## config.mk

```make
export PLATFORM = sky130hd
export DESIGN_NAME = voice_allocator
export DESIGN_NICKNAME = d
export VERILOG_FILES = /design/src/rtl/synth_pkg.sv /design/src/rtl/key_note_map.sv /design/src/rtl/voice_allocator.sv
export SDC_FILE = /design/constraint.sdc
export NUM_CORES = 1
export LEC_CHECK = 0
export BUFFER_PORTS_ARGS = -buffer_cell sky130_fd_sc_hd__buf_2
export CORE_MARGIN = 2
export CORE_UTILIZATION = 45
export DETAILED_ROUTE_END_ITERATION = 16
export PLACE_DENSITY = 0.64
export SYNTH_ARGS = -nofsm -noshare
export SYNTH_HDL_FRONTEND = slang
export SYNTH_SLANG_ARGS = --single-unit
```

## constraint.sdc

```tcl
create_clock -name Clk -period 5.7 [get_ports Clk]
set_clock_uncertainty 0.05 [all_clocks]
set_input_delay 0.285 -clock Clk [delete_from_list [all_inputs] [get_ports Clk]]
set_output_delay 0.285 -clock Clk [all_outputs]
set_load 0.005 [all_outputs]
```

## src/rtl/synth_pkg.sv

```systemverilog
// Shared types and constants for the keyboard-to-synth voice allocation path.
//   keycode_t      : one HID usage code
//   KEY_NONE       : empty report slot
//   KEY_ROLLOVER   : HID phantom/rollover marker; the whole report is invalid
//   INC_W_DEFAULT  : default phase-increment width
//   alloc_state_t  : voice allocator sequencing states
package synth_pkg;

    typedef logic [7:0] keycode_t;

    localparam keycode_t    KEY_NONE      = 8'h00;
    localparam keycode_t    KEY_ROLLOVER  = 8'h01;
    localparam int unsigned INC_W_DEFAULT = 16;

    typedef enum logic [1:0] {
        IDLE,
        RELEASE,
        ALLOC,
        DONE
    } alloc_state_t;

endpackage

```

## src/rtl/key_note_map.sv

```systemverilog
// Combinational HID keycode -> oscillator phase increment.
// The home row plays a chromatic scale starting at A; every other key maps to 0
// (unmapped), which the allocator treats as "ignore this key".
//   keycode : HID usage code
//   inc     : phase increment, 0 when the key has no note
module key_note_map
    import synth_pkg::*;
#(
    parameter int unsigned INC_W = INC_W_DEFAULT
) (
    input  logic [7:0]       keycode,
    output logic [INC_W-1:0] inc
);

    logic [15:0] base;

    always_comb begin
        case (keycode)
            8'h04:   base = 16'h022A; // A
            8'h16:   base = 16'h024B; // S
            8'h07:   base = 16'h026E; // D
            8'h09:   base = 16'h0293; // F
            8'h0A:   base = 16'h02BA; // G
            8'h0B:   base = 16'h02E4; // H
            8'h0D:   base = 16'h0310; // J
            8'h0E:   base = 16'h033F; // K
            8'h0F:   base = 16'h0370; // L
            default: base = 16'h0000;
        endcase
        inc = INC_W'(base);
    end

endmodule

```

## src/rtl/voice_allocator.sv

```systemverilog
// Polyphony scheduler: turns 6-slot HID keyboard reports into per-voice note state.
// Each accepted report is walked twice: one voice per cycle to release voices whose
// key is gone, then one slot per cycle to hand new keys to free voices (stealing the
// oldest voice when none is free). A single key_note_map is shared by all slots.
//   Clk, Reset      : clock, synchronous active-high reset
//   report_valid    : strobe, report_keys carries a new report
//   report_keys     : slot s in bits [8s+7:8s]
//   voice_active    : voice v sounding
//   voice_keycode   : keycode owned by voice v (8 bits per voice)
//   voice_inc       : phase increment of voice v (INC_W bits per voice)
//   voice_on/off    : one-cycle trigger / release pulses per voice
//   busy            : a report is being processed
//   update_done     : one-cycle pulse when a report has been fully applied
module voice_allocator
    import synth_pkg::*;
#(
    parameter int unsigned NUM_VOICES = 4,
    parameter int unsigned NUM_SLOTS  = 6,
    parameter int unsigned INC_W      = INC_W_DEFAULT,
    parameter int unsigned AGE_W      = 4
) (
    input  logic                        Clk,
    input  logic                        Reset,
    input  logic                        report_valid,
    input  logic [8*NUM_SLOTS-1:0]      report_keys,
    output logic [NUM_VOICES-1:0]       voice_active,
    output logic [8*NUM_VOICES-1:0]     voice_keycode,
    output logic [INC_W*NUM_VOICES-1:0] voice_inc,
    output logic [NUM_VOICES-1:0]       voice_on,
    output logic [NUM_VOICES-1:0]       voice_off,
    output logic                        busy,
    output logic                        update_done
);

    localparam int unsigned     MAX_N   = (NUM_SLOTS > NUM_VOICES) ? NUM_SLOTS : NUM_VOICES;
    localparam int unsigned     IDX_W   = $clog2(MAX_N);
    localparam int unsigned     VID_W   = $clog2(NUM_VOICES);
    localparam logic [AGE_W-1:0] AGE_MAX = {AGE_W{1'b1}};

    alloc_state_t           state_q;
    logic [IDX_W-1:0]       idx_q;
    logic                   pending_q;
    logic [8*NUM_SLOTS-1:0] held_q;
    keycode_t               snap_q [NUM_SLOTS];
    keycode_t               key_q  [NUM_VOICES];
    logic [INC_W-1:0]       inc_q  [NUM_VOICES];
    logic [AGE_W-1:0]       age_q  [NUM_VOICES];

    logic [8*NUM_SLOTS-1:0] in_keys;
    logic                   in_rollover;
    keycode_t               slot_key;
    logic [INC_W-1:0]       slot_inc;
    logic                   slot_owned;
    logic                   slot_dup;
    logic                   slot_take;
    logic                   rel_hit;
    logic                   free_found;
    logic [VID_W-1:0]       free_idx;
    logic [VID_W-1:0]       old_idx;
    logic [AGE_W-1:0]       old_age;
    logic [VID_W-1:0]       tgt_idx;

    // A fresh strobe in IDLE is newer than anything held, so it takes priority.
    assign in_keys = report_valid ? report_keys : held_q;
    assign busy    = (state_q != IDLE);

    for (genvar v = 0; v < NUM_VOICES; v++) begin : g_out
        assign voice_keycode[8*v +: 8]     = key_q[v];
        assign voice_inc[INC_W*v +: INC_W] = inc_q[v];
    end

    key_note_map #(
        .INC_W (INC_W)
    ) u_key_note_map (
        .keycode (slot_key),
        .inc     (slot_inc)
    );

    always_comb begin
        in_rollover = 1'b0;
        for (int s = 0; s < NUM_SLOTS; s++) begin
            if (in_keys[8*s +: 8] == KEY_ROLLOVER) in_rollover = 1'b1;
        end
    end

    // Slot under consideration in ALLOC; mux by loop to keep index widths exact.
    always_comb begin
        slot_key = KEY_NONE;
        for (int s = 0; s < NUM_SLOTS; s++) begin
            if (idx_q == IDX_W'(s)) slot_key = snap_q[s];
        end
    end

    always_comb begin
        slot_dup = 1'b0;
        for (int s = 0; s < NUM_SLOTS; s++) begin
            if ((IDX_W'(s) < idx_q) && (snap_q[s] == slot_key)) slot_dup = 1'b1;
        end
        slot_owned = 1'b0;
        for (int v = 0; v < NUM_VOICES; v++) begin
            if (voice_active[v] && (key_q[v] == slot_key)) slot_owned = 1'b1;
        end
        slot_take = (slot_key != KEY_NONE) && (slot_inc != '0) && !slot_owned && !slot_dup;
    end

    // Voice under consideration in RELEASE: active and its key missing from the snapshot.
    always_comb begin
        rel_hit = 1'b0;
        for (int v = 0; v < NUM_VOICES; v++) begin
            if ((idx_q == IDX_W'(v)) && voice_active[v]) begin
                rel_hit = 1'b1;
                for (int s = 0; s < NUM_SLOTS; s++) begin
                    if (snap_q[s] == key_q[v]) rel_hit = 1'b0;
                end
            end
        end
    end

    // Lowest free voice wins; otherwise the oldest (strict > keeps ties on lowest index).
    always_comb begin
        free_found = 1'b0;
        free_idx   = '0;
        for (int v = NUM_VOICES - 1; v >= 0; v--) begin
            if (!voice_active[v]) begin
                free_found = 1'b1;
                free_idx   = VID_W'(v);
            end
        end
        old_idx = '0;
        old_age = age_q[0];
        for (int v = 1; v < NUM_VOICES; v++) begin
            if (age_q[v] > old_age) begin
                old_age = age_q[v];
                old_idx = VID_W'(v);
            end
        end
        tgt_idx = free_found ? free_idx : old_idx;
    end

    always_ff @(posedge Clk) begin
        if (Reset) begin
            state_q      <= IDLE;
            idx_q        <= '0;
            pending_q    <= 1'b0;
            held_q       <= '0;
            voice_active <= '0;
            voice_on     <= '0;
            voice_off    <= '0;
            update_done  <= 1'b0;
            for (int s = 0; s < NUM_SLOTS; s++) snap_q[s] <= KEY_NONE;
            for (int v = 0; v < NUM_VOICES; v++) begin
                key_q[v] <= KEY_NONE;
                inc_q[v] <= '0;
                age_q[v] <= '0;
            end
        end else begin
            voice_on    <= '0;
            voice_off   <= '0;
            update_done <= 1'b0;

            if (report_valid && (state_q != IDLE)) begin
                pending_q <= 1'b1;
                held_q    <= report_keys;
            end

            unique case (state_q)
                IDLE: begin
                    if (report_valid || pending_q) begin
                        pending_q <= 1'b0;
                        if (!in_rollover) begin
                            for (int s = 0; s < NUM_SLOTS; s++) snap_q[s] <= in_keys[8*s +: 8];
                            idx_q   <= '0;
                            state_q <= RELEASE;
                        end
                    end
                end
                RELEASE: begin
                    for (int v = 0; v < NUM_VOICES; v++) begin
                        if (rel_hit && (idx_q == IDX_W'(v))) begin
                            voice_active[v] <= 1'b0;
                            voice_off[v]    <= 1'b1;
                            age_q[v]        <= '0;
                        end
                    end
                    if (idx_q == IDX_W'(NUM_VOICES - 1)) begin
                        idx_q   <= '0;
                        state_q <= ALLOC;
                    end else begin
                        idx_q <= idx_q + 1'b1;
                    end
                end
                ALLOC: begin
                    if (slot_take) begin
                        for (int v = 0; v < NUM_VOICES; v++) begin
                            if (tgt_idx == VID_W'(v)) begin
                                key_q[v]        <= slot_key;
                                inc_q[v]        <= slot_inc;
                                voice_active[v] <= 1'b1;
                                age_q[v]        <= '0;
                                voice_on[v]     <= 1'b1;
                            end else if (voice_active[v] && (age_q[v] != AGE_MAX)) begin
                                age_q[v] <= age_q[v] + 1'b1;
                            end
                        end
                    end
                    if (idx_q == IDX_W'(NUM_SLOTS - 1)) begin
                        idx_q   <= '0;
                        state_q <= DONE;
                    end else begin
                        idx_q <= idx_q + 1'b1;
                    end
                end
                DONE: begin
                    update_done <= 1'b1;
                    state_q     <= IDLE;
                end
            endcase
        end
    end

endmodule

```

# Word-level counts from Yosys, hierarchy flattened

Memory sizes are Yosys's and may differ from the RTL's.
Cells that the tools add are included.

$add $sub $neg: 5
Bitwise gates (word level): 29
Order comparisons: 9
Mux-type cells: 183
Equal/unequal tests: 68
Reductions and logical operators: 46

Operators with widths:

| operator            | count |
|---|---|
| $eq 8x8->1          | 34 |
| $mux 1              | 128 |
| $mux 8              | 16 |
| $mux 16             | 5 |
| $mux 4              | 15 |
| $eq 8x1->1 const B  | 6 |
| $mux 48             | 1 |
| $logic_and 1x1->1   | 26 |
| $ne 2x2->1 const B  | 13 |
| $or 1x1->1          | 26 |
| $mux 2              | 11 |
| $reduce_and 4->1    | 5 |
| $add 4x1->4 const B | 4 |
| $ne 4x4->1 const B  | 4 |
| $reduce_bool 16->1  | 1 |
| $gt 4x4->1          | 3 |
| $mux 3              | 4 |
| $pmux 3 s3          | 1 |
| $eq 2x2->1 const B  | 4 |
| $pmux 2 s4          | 1 |
| $pmux 4 s2          | 1 |
| $reduce_bool 8->1   | 1 |
| $eq 3x2->1 const B  | 2 |
| $eq 3x3->1 const B  | 2 |
| other kinds (16)    | 26 |

RAM bits: 160
Flip-flop bits (word level): 67
ROM bits: 320
Memories: 5
Output and inout bits: 110
Logic and storage cells: 356

Memories:

| name            | words | width | rd ports | clocked after memory_dff | write ports | RTL line              | source |
|---|---|---|---|---|---|---|---|
| (no name shown) | 32    | 10    | 1        | 0                        | 0           | key_note_map.sv:18    | `case (keycode)` |
| inc_q           | 4     | 16    | 4        | 0                        | 4           | voice_allocator.sv:46 | `logic [INC_W-1:0] inc_q [NUM_VOICES];` |
| snap_q          | 6     | 8     | 6        | 0                        | 6           | voice_allocator.sv:44 | `keycode_t snap_q [NUM_SLOTS];` |
| key_q           | 4     | 8     | 4        | 0                        | 4           | voice_allocator.sv:45 | `keycode_t key_q [NUM_VOICES];` |
| age_q           | 4     | 4     | 4        | 0                        | 4           | voice_allocator.sv:47 | `logic [AGE_W-1:0] age_q [NUM_VOICES];` |

# Longest topological paths before layout

Word-level depth: 23
Depth in mapped cells: 31

# Hierarchy

Synthesis repeated with hierarchy kept, for this count alone.

Cell total of the unflattened synthesis: 1538
Area, all modules: 14485.1 µm²

By module, submodules not included:

| module          | instances | cells each | area each (µm²) | sequential area each (µm²) |
|---|---|---|---|---|
| voice_allocator | 1         | 1491       | 14159.8         | 6105.9 |
| key_note_map    | 1         | 47         | 325.3           | 0.0 |

# Worst setup path after synthesis

Ideal clock, no wire load.

Path type: register to register
Start: memory age_q[1][1]
End: memory inc_q[2][0] (netlist name), enable pin
Arrival: 4.599 ns
Clock period less this slack: 5.022 ns
Library setup time: 0.374 ns
Stages on the path, launching flop included: 28
Slack: 0.678 ns
Cells stage by stage: edfxtp_1 > ha_1 > nor2b_1 > o21ai_0 > nand2b_1 > a21oi_1 > a41o_1 > clkbuf_1 > mux2i_1 > ha_1 > nor2b_1 > o21ai_0 > nand2b_1 > a21oi_1 > a41o_1 > nand2_1 > o21ai_0 > ha_1 > nor2b_1 > o21ai_0 > nand2b_1 > a21oi_1 > a41o_1 > nand2_1 > o21ai_0 > and3_1 > clkbuf_1 > a21o_1

RTL lines:

| element            | RTL line |
|---|---|
| start: declaration | voice_allocator.sv:47 |
| end: declaration   | voice_allocator.sv:46 |

==> flow_summary.ini <==
[run_status]
status = completed

[synthesis]
async_flop_share = 0
ys_warn_count = 0
synth_top_area_frac = 0.290
avgSynthCellArea_um2 = 9.05
synth_common_cells = nand2_1 (164), xnor2_1 (143), nor2_1 (136)
synth_top_area_cell = edfxtp_1
synth_edf_count = 132
synth_seq_area_share = 0.394
yosysMostFrequentCell = nand2_1
syn_area_mm2 = 0.0137
synth_top_flop_cell = edfxtp_1
ys_ff_latch = 203
postSynthCellCount = 1511
synthDistinctLibCells = 80
ys_top_cells_by_area = edfxtp_1 (29%), dfxtp_1 (10%), xnor2_1 (9.2%), xor2_1 (7.6%), nand2_1 (4.5%)

[worst_setup_path]
cp-start-kind = register
cp_top_family = compound AO/OA/AOI/OAI gates
path_max_fanout = 18
cp.arrival_ns = 5.43
critical_path.cell_chain = ha_1, nor2b_1, o21ai_0, nand2b_1, a21oi_1, a41o_2, mux2i_2, ha_1, nor2b_1, o21ai_0, nand2b_1, a21oi_1, a41o_2, nand2_1, o21ai_0, ha_1, nor2b_1, o21ai_0, nand2b_1, a21oi_1, a41o_1, nand4_1, o21ai_1, a31o_2
reg2reg_from = age_q[1][1]
crit_path_frequent_cell = o21ai_0
crit_start = age_q[1][1]
critPathBufInv = 0
crit_slowest_cell = a31o_2
slowest_delay_ns = 0.50
critPathCaptureType = register
crit_required_ns = 5.79
crit_type = register to register

[floorplan]
die_x_um = 178
fp.dieH_um = 178
initial_core_util = 0.459
io_pins = 161
die-area_mm2 = 0.0318
core-area_mm2 = 0.0298
num_rows = 63

[sta]
slew_violations = 0
max_freq_mhz = 187
rsz0062_at_grt = yes
max_slew.worst_pin.slew_ns = 0.790
fin_crit_ns = 5.34
setup_violations = 0
fin_crit_sh = 0.937
tns_ns = 0
hold_violations = 0
max_slew_margin = 0.471

[final_layout]
area_growth_pct = 14.7
nets = 1684
register_area_mm2 = 0.00539
stdcell_area_mm2 = 0.0157
nFillCells = 2732
multi_input_area_mm2 = 0.00759
drive_gt1_frac = 0.140
antennaDiodeCount = 0

[clock_tree]
path_clk_slew_ns = 0.06
cts_htree_levels = 1
numCtsBuffers = 23
clock_latency_ns = 0.50
tritoncts = built
cts-root-buf = clkbuf_16
cts_sinks = 203
clk_path_buf_depth = 3
post_cts_buffers = 0

[grt]
grt_start_max_net_pins = 54
grt_pass1_wl_mm = 63.7
grt_pass1_vias = 11000
grt_antenna_before_repair = 0
overflow = 0
grt_usage = 0.260

[drt]
ant_nets = 0
avgRoutedWirePerCell_um = 20.8
drtPass1Iterations = 7
drt_iter0_drc = 1117
vias = 11600
via_per_inst = 5.79
routed_wl_mm = 41.8
drc = 0

[power_and_ir_drop]
vdd_ir_drop_max_mv = 0.335
powerDensity_mw_per_mm2 = 355
leakagePower_uw = 0.00607

[placement]
numPortBuffers = 136
dpl_cell_area_mm2 = 0.0144
gp_congestion = 1.00
dp_hpwl_mm = 29.5

[job]
max_cap_viol_count = 0

[worst_hold_path]
min_path_type = primary input to register
hold_start = Reset
[registers in the layout, summed over array words and instances (netlist names)]
| signal | cells |
|---|---|
| voice_on | 4 |
| snap_q | 48 |
| voice_active | 4 |
| idx_q | 3 |
| age_q | 16 |
| inc_q | 40 |
| held_q | 48 |
| state_q | 2 |
| pending_q | 1 |
| key_q | 32 |
| voice_off | 4 |
| update_done | 1 |
[stage by stage]
stage          utilization  worst slack (ns)  hold slack, ns  power [uW]  std cells
2_1_floorplan            -             0.678           0.371        3470       1546
3_3_place_gp         0.483             0.463           0.404        3940       1923
3_5_place_dp         0.483             0.204           0.412        3980       1923
4_1_cts              0.525             0.121           0.113        5550       2012
6_report             0.526             0.357           0.127        5570       2012
5_1_grt              0.526          0.000763           0.113        5840       2012
[layout by cell type (no fill, tap or decap), types with 36 or more instances in the layout]
cell,netlist,layout
xor2_1,119,119
conb_1,1,36
dlygate4sd3_1,0,48
edfxtp_1,132,132
nor2_1,136,136
nor4_1,48,48
nand2_1,164,162
nand4_1,41,41
dfxtp_1,71,71
buf_2,24,136
xnor2_1,143,143
a21oi_1,73,72
mux2i_1,55,54
[repair_timing]
| action | CTS | global route |
|---|---|---|
| gates resized for setup | 0 | 10 |
| endpoints found under the hold margin | 48 | 0 |
| setup endpoints to repair | 0 | 145 |
| hold buffers | 48 | 0 |
[final timing paths]
path                 end  slack (ns)  cells past startpoint
max          key_q[1][7]        0.36                     24
min           state_q[1]        0.13                      2
max reg2reg  key_q[1][7]        0.36                     24
min reg2reg   held_q[23]        0.42                      2
[cell families (layout without fill, tap and decap cells)]
family                   after synthesis  after routing  share of synthesized area
XOR/XNOR                             262            262                      0.168
multiplexers                          57             57                     0.0419
other                                  1             36                   0.000274
buffers and inverters                195            271                     0.0632
AO/OA/AOI/OAI                        204            204                      0.101
AND/OR/NAND/NOR                      562            562                      0.207
adder cells (fa/ha/maj)               27             27                     0.0247
flip-flops                           203            203                      0.394
[power by group]
part           switching [uW]  total [uW]  internal (uW)
Combinational            1000        1780            779
Clock                     586        1540            958
Sequential                468        2250           1780
[routing by layer]
metal	vias up	routed length, um	GRT usage
li1	5390	-	-
met1	5547	17800	0.361
met3	104	3850	0.0484
met5	-	0	0
met2	608	18700	0.408
met4	0	1370	0.0840
[cell type report]
| cell class | count | share of cell area |
|---|---|---|
| well taps | 390 | 0.0311 |
| clock inverters | 11 | 0.00998 |
| inverters | 23 | 0.00551 |
| repair buffers | 207 | 0.0851 |
| clock buffers | 30 | 0.0403 |
| flip-flops and latches | 203 | 0.344 |
| multi-input cells | 1148 | 0.484 |
No activity file was read; power rests on OpenSTA's default activity.
